--- config.mk ---
export PLATFORM = sky130hd
export DESIGN_NAME = uart_tx_flat
export DESIGN_NICKNAME = d
export VERILOG_FILES = /design/src/rtl/uart_tx_pkg.sv /design/src/rtl/uart_tx_if.sv /design/src/rtl/uart_tx.sv /design/src/flat_wrapper.sv
export SDC_FILE = /design/constraint.sdc
export NUM_CORES = 1
export LEC_CHECK = 0
export CORE_MARGIN = 3
export CORE_UTILIZATION = 40
export CTS_BUF_LIST = sky130_fd_sc_hd__clkbuf_2
export CTS_CLUSTER_DIAMETER = 40
export DETAILED_ROUTE_END_ITERATION = 12
export GPL_TIMING_DRIVEN = 0
export MAX_ROUTING_LAYER = met4
export PLACE_DENSITY = 0.68
export SYNTH_ARGS = -nofsm -noshare
export SYNTH_HDL_FRONTEND = slang
export SYNTH_SLANG_ARGS = --single-unit
--- constraint.sdc ---
create_clock -name i_clock -period 1.9 [get_ports i_clock]
set_input_delay 0.38 -clock i_clock [delete_from_list [all_inputs] [get_ports i_clock]]
set_output_delay 0.38 -clock i_clock [all_outputs]
set_load 0.01 [all_outputs]
--- src/rtl/uart_tx_pkg.sv ---
// Shared UART definitions: FSM state encoding and default frame geometry.
// Used by both the TX and RX blocks.
package uart_tx_pkg;
    localparam int NB_DATA_DEF = 8;
    localparam int OVS_DEF     = 16;
    localparam int SB_TICK_DEF = 16;

    typedef enum logic [2:0] {
        ST_IDLE   = 3'd0,
        ST_START  = 3'd1,
        ST_DATA   = 3'd2,
        ST_PARITY = 3'd3,
        ST_STOP   = 3'd4
    } uart_state_e;

    // Counter width; never below one bit so degenerate sizes still elaborate
    function automatic int cnt_w(input int n);
        return (n > 1) ? $clog2(n) : 1;
    endfunction
endpackage

--- src/rtl/uart_tx_if.sv ---
// Host-side request/status bundle for uart_tx.
interface uart_tx_if import uart_tx_pkg::*; #(parameter int NB_DATA = NB_DATA_DEF) ();
    logic               i_tx_start;
    logic [NB_DATA-1:0] i_tx_data;
    logic               o_tx_busy;
    logic               o_tx_done;

    modport master (output i_tx_start, i_tx_data, input  o_tx_busy, o_tx_done);
    modport slave  (input  i_tx_start, i_tx_data, output o_tx_busy, o_tx_done);
endinterface

--- src/rtl/uart_tx.sv ---
// UART transmitter: start bit, LSB-first data, optional even parity, stop bit.
// Define UART_TX_PARITY_EN to insert the parity bit between data and stop.
module uart_tx import uart_tx_pkg::*; #(
    parameter int NB_DATA = NB_DATA_DEF,
    parameter int SB_TICK = SB_TICK_DEF,
    parameter int OVS     = OVS_DEF
) (
    input  logic       i_clock,
    input  logic       i_reset,
    input  logic       i_tick,
    output logic       o_tx,
    uart_tx_if.slave   bus
);
    localparam int BW = cnt_w(NB_DATA);
    localparam int TW = cnt_w((OVS > SB_TICK) ? OVS : SB_TICK);
    localparam logic [TW-1:0] OVS_LAST = TW'(OVS - 1);
    localparam logic [TW-1:0] SB_LAST  = TW'(SB_TICK - 1);
    localparam logic [BW-1:0] BIT_LAST = BW'(NB_DATA - 1);

    uart_state_e        state_q, state_d;
    logic [TW-1:0]      tick_q, tick_d;
    logic [BW-1:0]      bit_q, bit_d;
    logic [NB_DATA-1:0] shreg_q, shreg_d;
    logic               tx_q, tx_d;
    logic               done_q, done_d;
`ifdef UART_TX_PARITY_EN
    logic               par_q, par_d;
`endif

    always_ff @(posedge i_clock) begin
        if (i_reset) begin
            state_q <= ST_IDLE;
            tick_q  <= '0;
            bit_q   <= '0;
            shreg_q <= '0;
            tx_q    <= 1'b1;
            done_q  <= 1'b0;
`ifdef UART_TX_PARITY_EN
            par_q   <= 1'b0;
`endif
        end else begin
            state_q <= state_d;
            tick_q  <= tick_d;
            bit_q   <= bit_d;
            shreg_q <= shreg_d;
            tx_q    <= tx_d;
            done_q  <= done_d;
`ifdef UART_TX_PARITY_EN
            par_q   <= par_d;
`endif
        end
    end

    always_comb begin
        state_d = state_q;
        tick_d  = tick_q;
        bit_d   = bit_q;
        shreg_d = shreg_q;
`ifdef UART_TX_PARITY_EN
        par_d   = par_q;
`endif
        case (state_q)
            ST_IDLE: if (bus.i_tx_start) begin
                state_d = ST_START;
                shreg_d = bus.i_tx_data;
                tick_d  = '0;
                bit_d   = '0;
`ifdef UART_TX_PARITY_EN
                par_d   = ^bus.i_tx_data;
`endif
            end
            ST_START: if (i_tick) begin
                if (tick_q == OVS_LAST) begin
                    state_d = ST_DATA;
                    tick_d  = '0;
                    bit_d   = '0;
                end else tick_d = tick_q + 1'b1;
            end
            ST_DATA: if (i_tick) begin
                if (tick_q == OVS_LAST) begin
                    tick_d  = '0;
                    shreg_d = shreg_q >> 1;
                    if (bit_q == BIT_LAST) begin
`ifdef UART_TX_PARITY_EN
                        state_d = ST_PARITY;
`else
                        state_d = ST_STOP;
`endif
                    end else bit_d = bit_q + 1'b1;
                end else tick_d = tick_q + 1'b1;
            end
`ifdef UART_TX_PARITY_EN
            ST_PARITY: if (i_tick) begin
                if (tick_q == OVS_LAST) begin
                    state_d = ST_STOP;
                    tick_d  = '0;
                end else tick_d = tick_q + 1'b1;
            end
`endif
            ST_STOP: if (i_tick) begin
                if (tick_q == SB_LAST) begin
                    state_d = ST_IDLE;
                    tick_d  = '0;
                end else tick_d = tick_q + 1'b1;
            end
            default: state_d = ST_IDLE;
        endcase
    end

    // Line level is decoded from the next state so the flop changes on the same edge as the FSM
    always_comb begin
        tx_d   = 1'b1;
        done_d = (state_q == ST_STOP) && (state_d == ST_IDLE);
        case (state_d)
            ST_START:  tx_d = 1'b0;
            ST_DATA:   tx_d = shreg_d[0];
`ifdef UART_TX_PARITY_EN
            ST_PARITY: tx_d = par_q;
`endif
            default:   tx_d = 1'b1;
        endcase
    end

    assign o_tx          = tx_q;
    assign bus.o_tx_done = done_q;
    assign bus.o_tx_busy = (state_q != ST_IDLE);
endmodule

--- src/flat_wrapper.sv ---
// flat-port wrapper written by rule: the top's interface ports become plain ports
module uart_tx_flat import uart_tx_pkg::*;
#(
    parameter int NB_DATA = NB_DATA_DEF,
    parameter int SB_TICK = SB_TICK_DEF,
    parameter int OVS     = OVS_DEF
)
  (i_clock, i_reset, i_tick, o_tx, bus_i_tx_start, bus_i_tx_data, bus_o_tx_busy, bus_o_tx_done);
  uart_tx_if #(.NB_DATA(NB_DATA)) bus_i ();
  input  logic i_clock;
  input  logic i_reset;
  input  logic i_tick;
  output logic o_tx;
  input wire logic [$bits(bus_i.i_tx_start)-1:0] bus_i_tx_start;
  input wire logic [$bits(bus_i.i_tx_data)-1:0] bus_i_tx_data;
  output wire logic [$bits(bus_i.o_tx_busy)-1:0] bus_o_tx_busy;
  output wire logic [$bits(bus_i.o_tx_done)-1:0] bus_o_tx_done;
  assign bus_i.i_tx_start = bus_i_tx_start;
  assign bus_i.i_tx_data = bus_i_tx_data;
  assign bus_o_tx_busy = bus_i.o_tx_busy;
  assign bus_o_tx_done = bus_i.o_tx_done;
  uart_tx #(.NB_DATA(NB_DATA), .SB_TICK(SB_TICK), .OVS(OVS)) u_core (.i_clock(i_clock), .i_reset(i_reset), .i_tick(i_tick), .o_tx(o_tx), .bus(bus_i));
endmodule
==> Word-level counts from Yosys, hierarchy flattened <==
Index checks and enable logic that the tools add are counted.
{ "word_totals": {"reg_bits": 20, "latch_bits": 0, "ram_bits": 0, "mem_bits_ro": 0, "inputBits": 12, "output_inout_bits": 3, "word_cells": 59, "n_memories": 0} }
{ "classes": {"add_sub_neg": 2, "n_mul": 0, "div_mod_pow": 0, "order_cmp": 0, "eq_ne": 14, "shift": 0, "muxes": 25, "bitwise_logic": 0, "n_reduce_logical": 11} }
{ "ops": {"columns": ["operator", "n"], "rows": [
  ["$mux 3", 14],
  ["$mux 8", 3],
  ["$pmux 8 s2", 1],
  ["$mux 4", 3],
  ["$pmux 3 s4", 1],
  ["$pmux 3 s3", 1],
  ["$ne 2x2->1 const B", 4],
  ["$pmux 4 s2", 1],
  ["$reduce_and 7->1", 1],
  ["$eq 3x1->1 const B", 2],
  ["$eq 3x2->1 const B", 2],
  ["$eq 3x3->1 const B", 2],
  ["$logic_not 3->1", 2],
  ["$ne 2x1->1 const B", 3],
  ["$reduce_bool 3->1", 2],
  ["$add 4x1->4 const B", 1],
  ["$eq 4x4->1 const B", 1],
  ["$reduce_and 4->1", 1],
  ["$reduce_bool 2->1", 2],
  ["$add 3x1->3 const B", 1],
  ["$reduce_and 3->1", 1],
  ["$reduce_or 3->1", 1],
  ["$pmux 1 s2", 1],
  ["$logic_and 1x1->1", 1]
]} }

==> Depth between registers and ports, before layout <==
Gate-level depths: netlist (run 1).
{ "logic_depth": {"ltp_word": 7, "depth_mapped": 7, "mapped_depth_nobuf": 7} }

==> Least setup slack after synthesis (run 1) <==
Ideal clock, no wire load.
{ "synth_path": {"path_kind": "reg-to-reg", "start": "reg u_core.tick_q[0]", "end": "reg u_core.done_q (netlist: u_core.bus.o_tx_done)", "setup_ns": 0.115, "arrival_ns": 1.503, "required_ns": 1.785, "path_slack_ns": 0.281, "path_stages_with_launch": 7, "path_buffers": 0, "synth_period_minus_slack_ns": 1.619, "path_cell_list": "dfxtp_1 > ha_1 > and4_1 > or3_1 > a21oi_1 > nor2_1 > and3_1"} }
{ "synth_between": {"elab_chain_cells": 6, "word_cells_on_any_way": 10, "cone_classes": "1 x eq/ne; 7 x mux; 2 x reduce/logical"} }
{ "synth_lines": {"columns": ["item", "line", "source"], "rows": [
  ["from (decl)", "uart_tx.sv:21", "logic [TW-1:0] tick_q, tick_d;"],
  ["from (signal assigned)", "uart_tx.sv:43", "tick_q <= tick_d;"],
  ["$eq 4x4->1 (*)", "uart_tx.sv:73, uart_tx.sv:80, uart_tx.sv:101", null],
  ["$mux 3 (on tied branches)", "uart_tx.sv:101, uart_tx.sv:73, uart_tx.sv:80", null],
  ["$mux 3 (on tied branches)", "uart_tx.sv:100, uart_tx.sv:72, uart_tx.sv:79", null],
  ["$pmux 3 s4 (*)", "uart_tx.sv:62", "case (state_q)"],
  ["$logic_not 3->1 (*)", "uart_tx.sv:113", "done_d = (state_q == ST_STOP) && (state_d == ST_IDLE);"],
  ["$logic_and 1x1->1 (*)", "uart_tx.sv:113", null],
  ["to (signal assigned)", "uart_tx.sv:47", "done_q <= done_d;"],
  ["to (decl)", "uart_tx.sv:25", "logic done_q, done_d;"]
]} }
Mark *: on every way between the ends. The rest lies on a longest branch, timed or not.
A chain may end at the register's enable or synchronous reset.

==> Worst setup path in the final report (run 1) <==
Ends and elaborated chain as after synthesis.

==> impl_metrics.tcl, run 1 <==
set metrics [dict create \
    postCtsHoldBufs 0 \
    syn_inst 119 \
    cp_max_fo 6 \
    cp_slowest_stage_delay_ps 380 \
    die_y_um 56.6 \
    ys_seq_area_share_pct 39.1 \
    period_share_pct 95.0 \
    syn2layout_area_growth_pct 24.2 \
    path_delay_family "simple AND/OR/NAND/NOR gates" \
    worstMarginPinSlew_ps 480 \
    ir_drop_mv 0.505 \
    async_reset_ff_share_pct 0 \
    cts.htree.levels 1 \
    synth_seq_cells 20 \
    netlist_area_sq_um 1020 \
    finalSetupTns_ps 0 \
    slew_headroom_pct 67.2 \
    outcome "finished, final reports clean" \
    post_route_cells_drive_above_1_share_pct 15.8 \
    root_buffer "clkbuf_2" \
    hold_viol 0 \
    min_period_ps 1800 \
    hold_path.class "input port to flop" \
    dieArea_sq_um 3200 \
    rsz0062_at_grt "false" \
    io_pins 15 \
    numPortBuffers 13 \
    critPathLaunchType "flop" \
    cts.path.max_buffers 2 \
    p_int_w 0.000671 \
    critPathSlowestCell "dfxtp_1" \
    drc 0 \
    cts_sinks 20 \
    worstPathArrival_ps 2070 \
    hpwl_um 1640 \
    clock_skew_ps 2.44 \
    wire_per_inst_um 13.9 \
    dieWidth_um 56.6 \
    antenna_found_initial 0 \
    fmax_mhz 554 \
    yosysTopAreaCellShare_pct 39.1 \
    cellPowerDensity_nw_per_um2 691 \
    drv_slew 0 \
    cap_viol_max_count 0 \
    crit_required_ps 2160 \
    cts_tree "built" \
    ant_nets 0 \
    setup_viol 0 \
    synth_common_cells "dfxtp_1, a21oi_1, nand2_1" \
    synth_nets 134 \
    power_frac_seq_pct 50.5 \
    dr_total_vias 932 \
    clkPwrFrac_pct 37.3 \
    clk_latency_ps 330 \
    antenna_cells 0 \
    gr-total-overflow 0 \
    switching_share_pct 23.6 \
    total_power_w 0.000878 \
    dr.first_iter.drc_count 26 \
    core_area_sq_um 2320 \
    grt_start_max_net_pins 17 \
    yosysMostFrequentCell "dfxtp_1" \
    gp_congestion 0.804 \
    crit_chain "ha_1, and4_1, or3_1, a21oi_2, nor2_1, and3_1" \
    end_kind "flop" \
    synth.largest_area_cell "dfxtp_1" \
    drt-vias-per-instance 5.58 \
    yosys_warnings 0 \
    drtPass1Iterations 4 \
    combPwrFrac_pct 12.3 \
    yosys_most_used_dff "dfxtp_1" \
    ys_types 36 \
    leakage_nw 0.472 \
    path_class "flop to flop" \
    grt_pass1_vias 944 \
    netlist_top_cells_area "dfxtp_1, a21oi_1, a22oi_1" \
    path_clk_slew_ps 210 \
    wl_um 2330 \
    avgSynthCellArea_sq_um 8.60 \
    grt_usage_pct 15.8 \
    nets 155 \
    power.switching_w 0.000207 \
    initial_core_util_pct 44.1 \
    grt_pass1_wl_um 3990 \
    crit_buf_inv 0 \
    rows 17 \
    cts_buffers 3 \
    synth_edf_count 0 \
]
-- per-stage QoR --
step | instances | area, sq um | utilization (%) | setup WS [ps] | hold slack, ps
floorplan | 119 | 1020 | - | 281 | 436
global placement | 160 | 1190 | 51.3 | -296 | 446
detailed placement | 160 | 1190 | 51.3 | -309 | 451
CTS | 164 | 1250 | 53.8 | 15.2 | 398
global route | 167 | 1270 | 54.8 | 3.99 | 412
finish | 167 | 1270 | 54.8 | 95.0 | 396
-- kinds of logic (layout without fill, tap and decap cells) --
group,after synthesis,in the layout,synth area share [%]
AO/OA/AOI/OAI,35,35,23.1
XOR/XNOR,1,1,0.856
adder cells (fa/ha/maj),3,3,3.67
buffers and inverters,8,28,3.79
flip-flops,20,20,39.1
multiplexers,1,1,0.978
AND/OR/NAND/NOR,51,51,28.5
-- final cells by class --
type | instances | area (sq um)
fill | 226 | 1050
multi-input combinational | 91 | 592
sequential | 20 | 405
timing repair buffer | 17 | 155
tap | 28 | 35.0
buffer | 5 | 31.3
clock inverter | 1 | 30.0
clock buffer | 3 | 15.0
inverter | 2 | 7.51
-- timing repair --
item                                    4_1_cts  5_1_grt
resized for setup                             7        3
endpoints found under the setup margin        1       11
buffers inserted                              1        3
-- cells in the final DEF (no fill, tap or decap), types with 2 or more instances in the layout --
master,n
clkbuf_2,4
nor2b_1,2
or3_1,3
nand2_1,12
a21oi_2,3
nor2_1,11
dfxtp_1,18
o21ai_0,6
nor3b_1,2
a22oi_1,7
nand4_1,2
and2_1,3
nand2b_1,2
inv_1,2
a21oi_1,12
ha_1,3
o31a_1,2
buf_4,4
clkdlybuf4s50_1,12
nand3_1,5
clkbuf_1,2
-- final timing paths --
check                                       start                   end  slack (ps)  cells after the start
worst max-delay path             u_core.tick_q[0]  u_core.bus.o_tx_done         100                      6
worst min-delay path                      i_reset     u_core.shreg_q[6]         400                      2
worst max register to register   u_core.tick_q[0]  u_core.bus.o_tx_done         100                      6
worst min register to register  u_core.shreg_q[1]     u_core.shreg_q[1]         470                      2
-- metal layers --
layer	share of wire (%)	GRT usage [%]	vias to the layer above
met2	47	27.1	23
met1	47	17.8	435
met5	0	-	-
met4	0.22	3.05	0
met3	5.7	5.75	2
li1	-	-	472
-- power groups by stage --
stage | clock, W | combinational (W) | sequential [W]
finish | 0.000327 | 0.000108 | 0.000443
global route | 0.000352 | 0.000117 | 0.000445
CTS | 0.000336 | 0.000101 | 0.000443
detailed placement | 0 | 0.000101 | 0.000453
global placement | 0 | 0.0000984 | 0.000452
floorplan | 0 | 0.0000584 | 0.000451
-- state kept, by name, indices dropped and copies added, names as in the netlist --
signal                count
u_core.shreg_q            8
u_core.tick_q             4
u_core.bus.o_tx_done      1
u_core.o_tx               1
u_core.state_q            3
u_core.bit_q              3
Note: power is estimated with default switching activity, not from simulation.
==> inputs of run 2 (changes only) <==
- ABC_AREA: default -> 1
- CELL_PAD_IN_SITES_DETAIL_PLACEMENT: default -> 2
- CELL_PAD_IN_SITES_GLOBAL_PLACEMENT: default -> 2
- CORE_UTILIZATION: 40 -> 32
- PLACE_DENSITY: 0.68 -> 0.87
==> impl_metrics.tcl, run 2 <==
set metrics [dict create \
    path_clk_slew_ps 190 \
    cts_buffers 3 \
    ys_types 27 \
    ys_seq_area_share_pct 34.5 \
    path_class "flop to primary output" \
    crit_required_ps 1520 \
    dr.first_iter.drc_count 28 \
    grt_usage_pct 17.3 \
    core_area_sq_um 3420 \
    synth_edf_count 0 \
    synth.largest_area_cell "dfxtp_1" \
    netlist_area_sq_um 1160 \
    synth_seq_cells 20 \
    gr-total-overflow 0 \
    dieWidth_um 66.2 \
    gp_congestion 0.749 \
    synth_nets 175 \
    hold_depth 2 \
    largest_reg_flops 8 \
    io_pins 15 \
    rsz0062_at_grt "false" \
    antenna_found_initial 0 \
    r2r_setup_slack_ps 280 \
    ir_drop_mv 0.212 \
    yosys_most_used_dff "dfxtp_1" \
    period_share_pct 95.1 \
    cap_viol_max_count 0 \
    initial_core_util_pct 34.0 \
    drv_slew 0 \
    drtPass1Iterations 4 \
    yosysTopAreaCellShare_pct 34.5 \
    postCtsHoldBufs 0 \
    dr_total_vias 1105 \
    yosys_warnings 0 \
    fmax_mhz 553 \
    clk_latency_ps 320 \
    n_fill_cell 418 \
    ant_nets 0 \
    drt-vias-per-instance 4.93 \
    clock_skew_ps 2.29 \
    worstPathArrival_ps 1430 \
    hpwl_um 2610 \
    grt_pass1_vias 1217 \
    leakage_nw 0.625 \
    cts.path.max_buffers 2 \
    antenna_cells 0 \
    hold_path.class "flop to flop" \
    hold_viol 0 \
    end_kind "primary output" \
    syn_inst 160 \
    cts_sinks 20 \
    grt_pass1_wl_um 5580 \
    mostFrequentLayoutCell "nand2_1" \
    worstMarginPinSlew_ps 505 \
    finalSetupTns_ps 0 \
    total_power_w 0.000841 \
    wire_per_inst_um 14.6 \
    async_reset_ff_share_pct 0 \
    nets 195 \
    setup_viol 0 \
    final_cell_mix "nand2_1, nor2_1, nand3_1" \
    syn2layout_area_growth_pct 19.5 \
    top_register "u_core.shreg_q" \
    cp_max_fo 6 \
    cellPowerDensity_nw_per_um2 607 \
    rows 21 \
    min_period_ps 1810 \
    wl_um 3280 \
    hold_start "u_core.shreg_q[7]" \
    avgSynthCellArea_sq_um 7.25 \
    cts_tree "built" \
    reg2reg_to "u_core.bit_q[2]" \
    worstHoldEndpoint "u_core.shreg_q[7]" \
    reg2reg_depth 8 \
    numPortBuffers 14 \
    cts.htree.levels 1 \
    netlist_top_cells_area "dfxtp_1, nand2_1, nand3_1" \
    drc 0 \
    synth_common_cells "nand2_1, nor2_1, dfxtp_1" \
    post_route_cells_drive_above_1_share_pct 19.1 \
    timing.rr.start "u_core.tick_q[0]" \
    outcome "finished, final reports clean" \
    grt_start_max_net_pins 11 \
    dieArea_sq_um 4380 \
    die_y_um 66.2 \
    slew_headroom_pct 66.4 \
    holdWs_ps 492 \
    largestRegisters "u_core.shreg_q (8), u_core.tick_q (4)" \
    critPathLaunchType "flop" \
    yosysMostFrequentCell "nand2_1" \
    root_buffer "clkbuf_2" \
]
==> run 2: cell count changes in the layout (fill, tap and decap cells not counted), moves of 5 or more <==
cell     change
nand2_2      +5
inv_1        +6
nand2_1     +29
nand3_1     +13
a22oi_1      -7
inv_2        +5
nor2_1      +12
o21ai_0      -6
==> run 2: worst max-delay path: stages, from the launching register on <==
cell and delay, ps:
dfxtp_4 420, inv_4 80, nand2_2 80, clkdlybuf4s50_1 530
==> run 2: timing repair <==
item / in CTS / in global routing
resized for setup: 1 / 3
endpoints found under the setup margin: 1 / 1
pin swaps: 1 / 0
buffers inserted: 1 / 0
==> run 2: worst max path at each step <==
stage / start / endpoint / slack, ps / cells past startpoint
after floorplan: u_core.tick_q[0] / u_core.bit_q[0] / 570 / 8
after global placement: i_tick / u_core.bit_q[0] / 110 / 8
after detailed placement: i_tick / u_core.bit_q[2] / 10 / 8
after CTS: u_core.state_q[0] / bus_o_tx_busy / 30 / 3
after global routing: u_core.state_q[1] / bus_o_tx_busy / 20 / 3
final: u_core.state_q[1] / bus_o_tx_busy / 90 / 3
==> run 2: area by class of cell <==
class | instances | area, sq um | share of cell area, %
Multi-Input combinational cell | 123 | 682 | 49.2
Sequential cell | 20 | 407 | 29.3
Inverter | 15 | 58.8 | 4.24
Tap cell | 46 | 57.6 | 4.15
Clock buffer | 3 | 15.0 | 1.08
Timing Repair Buffer | 15 | 148 | 10.6
Buffer | 2 | 18.8 | 1.35
==> run 2: kinds of logic after synthesis <==
family	synth area share (%)
AND/OR/NAND/NOR	47.0
buffers and inverters	6.69
XOR/XNOR	0.755
adder cells (fa/ha/maj)	3.24
AO/OA/AOI/OAI	7.77
flip-flops	34.5
==> run 2: power by group <==
group | switching [W] | total [W] | internal (W)
clock network | 0.000136 | 0.000179 | 0.0000430
registers | 0.0000222 | 0.000469 | 0.000447
logic | 0.000111 | 0.000192 | 0.0000816
total | 0.000269 | 0.000841 | 0.000572
==> run 2: through the flow <==
stage / worst slack [ps] / util (%) / cell area [sq um] / instances
after floorplan: 574 / - / 1160 / 160
after global placement: 107 / 39.7 / 1360 / 220
after detailed placement: 12.8 / 39.7 / 1360 / 220
after CTS: 31.0 / 40.4 / 1380 / 224
after global routing: 15.2 / 40.6 / 1390 / 224
final: 93.2 / 40.6 / 1390 / 224
==> run 2: per-layer routing <==
metal  share of wire, %  track usage, %  up-vias
li1                   -               -      548
met1                 40            17.3      531
met2                 55            33.1       19
met3                2.9            2.89        7
met4                1.7            6.09        0
met5                  0               -        -
==> edit, RTL diff (flow settings as in run 2) <==
Register the output `o_tx` once more, cleared by the reset; this adds one clock of latency there. The other outputs are not delayed to match.
--- a/src/rtl/uart_tx.sv
+++ b/src/rtl/uart_tx.sv
@@ -123,3 +123,9 @@
 
-    assign o_tx          = tx_q;
+    always_ff @(posedge i_clock) begin
+        if (i_reset) begin
+            o_tx <= '0;
+        end else begin
+            o_tx <= tx_q;
+        end
+    end
     assign bus.o_tx_done = done_q;
Function: changed (a bounded check fails within 4 cycles, from zero or initial values and one cycle with i_reset high).
==> edit against run 2 <==
Routed wire length grew 5.4%. Die area shrank 0.78%. Worst setup slack gained 0.17 ns. Sequential cell count grew 1. Synthesized area shrank 0.86%. Design area grew 0.36%. Via count grew 7.9%. Power grew 4.1%. Critical endpoint is now bus_o_tx_done. Largest power group unchanged.
==> edit: results (changes against run 2) <==
Status
  • Status: completed (unchanged)

Routing
  • Initial DRC Count: 38 (was 28)
  • Avg WL per Cell: 14.1 um (was 14.6 um)
  • Drt via density: 4.89 (was 4.93)
  • TritonRoute pass-1 iters: 4 (unchanged)
  • Via count of the routed design: 1,192 (was 1,105)

Layout
  • Nets: 214 (was 195)
  • Antenna cell count: 0 (unchanged)
  • Share of layout cells above drive strength 1: 0.101 (was 0.191)
  • Biggest regs: u_core.shreg_q x8, u_core.tick_q x4 (unchanged)
  • FILL cells: 429 (was 418)

Logic synthesis
  • Top cells by area, synth: dfxtp_1 (37%), nand2_1 (22%), nor2_1 (7.5%) (was dfxtp_1 (35%), nand2_1 (13%), nand3_1 (7.8%))
  • Post-Syn Nets: 193 (was 175)
  • Unique cell type count in the Yosys netlist: 21 (was 27)
  • Post-synthesis sequential area ratio: 0.366 (was 0.345)
  • Synth top area share: 0.366 (was 0.345)
  • Mean Syn Cell Area: 6.46 um^2 (was 7.25 um^2)
  • Compound-cell area share of the yosys netlist: 0.0740 (was 0.0777)
  • Synth Area in XOR/XNOR: 0.00762 (was 0.00755)
  • Synth async-reset ratio: 0 (unchanged)
  • Adder and majority gate portion of the synthesized area: 0.0326 (was 0.0324)
  • Post-synth top cells: nand2_1 (66), nor2_1 (23), dfxtp_1 (21), inv_1 (21), nand3_1 (17) (was nand2_1 (41), nor2_1 (23), dfxtp_1 (20))

Setup path
  • Crit path DAT: 1.26 ns (was 1.43 ns)
  • Crit-path max cell delay: 0.54 ns
  • CP max FO: 1 (was 6)
  • Critical-path top delay cell: clkdlybuf4s50_1 (unchanged)

CTS
  • Worst-Skew Late Latency: 0.34 ns (was 0.32 ns)
  • CTS root buf: clkbuf_2 (unchanged)
  • Reg clk slew, reported paths: 0.21 ns (was 0.19 ns)
  • H-Tree Level Count: 1 (unchanged)

Placement
  • Placer Congestion: 0.864 (was 0.749)
  • I/O Buffers: 14 (unchanged)
  • Worst slack, placed: 0.0945 ns (was 0.0128 ns)
  • Dpl cell area: 1350 um^2 (was 1360 um^2)
  • Dpl cells: 238 (was 220)
  • Post-DP HPWL: 2.68 mm (was 2.61 mm)

Global routing
  • Number of global-route vias before repair: 1,265 (was 1,217)
  • GRT Total Usage: 0.181 (was 0.173)
  • First-pass GRT wire length: 5.87 mm (was 5.58 mm)
  • Pin count of the biggest net entering global routing: 13 (was 11)

Power
  • Net Switching: 279 uW (was 269 uW)
  • P_comb: 189 uW
  • Clock share of power: 0.221 (was 0.213)
  • VDD IR max: 270 uV (was 212 uV)
  • Leak Pwr: 0.000678 uW (was 0.000625 uW)

STA
  • Worst slew pin tran: 0.543 ns (was 0.505 ns)
  • Worst Skew: 0.00883 ns (was 0.00229 ns)
edit: what timing repair did:
action | 4_1_cts | 5_1_grt
setup buffers | 2 | 0
hold buffers | 0 | 0
setup endpoints to repair | 1 | 1
pin swaps | 1 | 0
gates resized for setup | 4 | 1
endpoints found under the hold margin | 0 | 0
gates cloned | 0 | 0
edit: logic make-up (layout without fill, tap and decap cells):
logic type                 Yosys count  in the layout
DFF                                 21             21
xor gates and xnor gates             1              1
buffers and inverters               25             45
AOI/OAI and AO/OA                   14             14
and+or+nand+nor                    114            114
adders and majority gates            3              3
edit: final cells by class:
cell class	count	area [um^2]	share of cell area
multi-input combinational	132	636	0.457
sequential	21	427	0.307
timing repair buffer	16	158	0.113
inverter	24	90.1	0.0647
tap	46	57.6	0.0414
clock buffer	3	15.0	0.0108
clock inverter	1	5.00	0.00360
buffer	1	3.75	0.00270
edit: worst min-delay path, delay by kind of cell, from the launching register on:
family                 cells  cell delay (ns)
buffers and inverters      1             0.05
AND/OR/NAND/NOR            1             0.03
flip-flops                 1             0.35
edit: layer usage:
metal / global-route usage / wire length, um / vias up
met1: 0.221 / 1580 / 574
met3: 0.0272 / 108 / 7
met4: 0.0533 / 53 / 0
met2: 0.307 / 1710 / 21
met5: - / 0 / -
li1: - / - / 590
edit: worst paths after layout:
check                             from             to  slack (ns)  depth (start not counted)
setup reg to reg      u_core.tick_q[0]    u_core.tx_q        0.28                          8
hold / removal             u_core.tx_q    u_core.o_tx        0.44                          2
setup / recovery  u_core.bus.o_tx_done  bus_o_tx_done        0.26                          1
hold reg to reg            u_core.tx_q    u_core.o_tx        0.44                          2
edit: stage by stage:
stage / total power (uW) / hold WS [ns]
global placement: 672 / 0.393
detailed placement: 690 / 0.423
global route: 947 / 0.449
floorplan: 614 / 0.388
CTS: 887 / 0.447
finish: 876 / 0.437
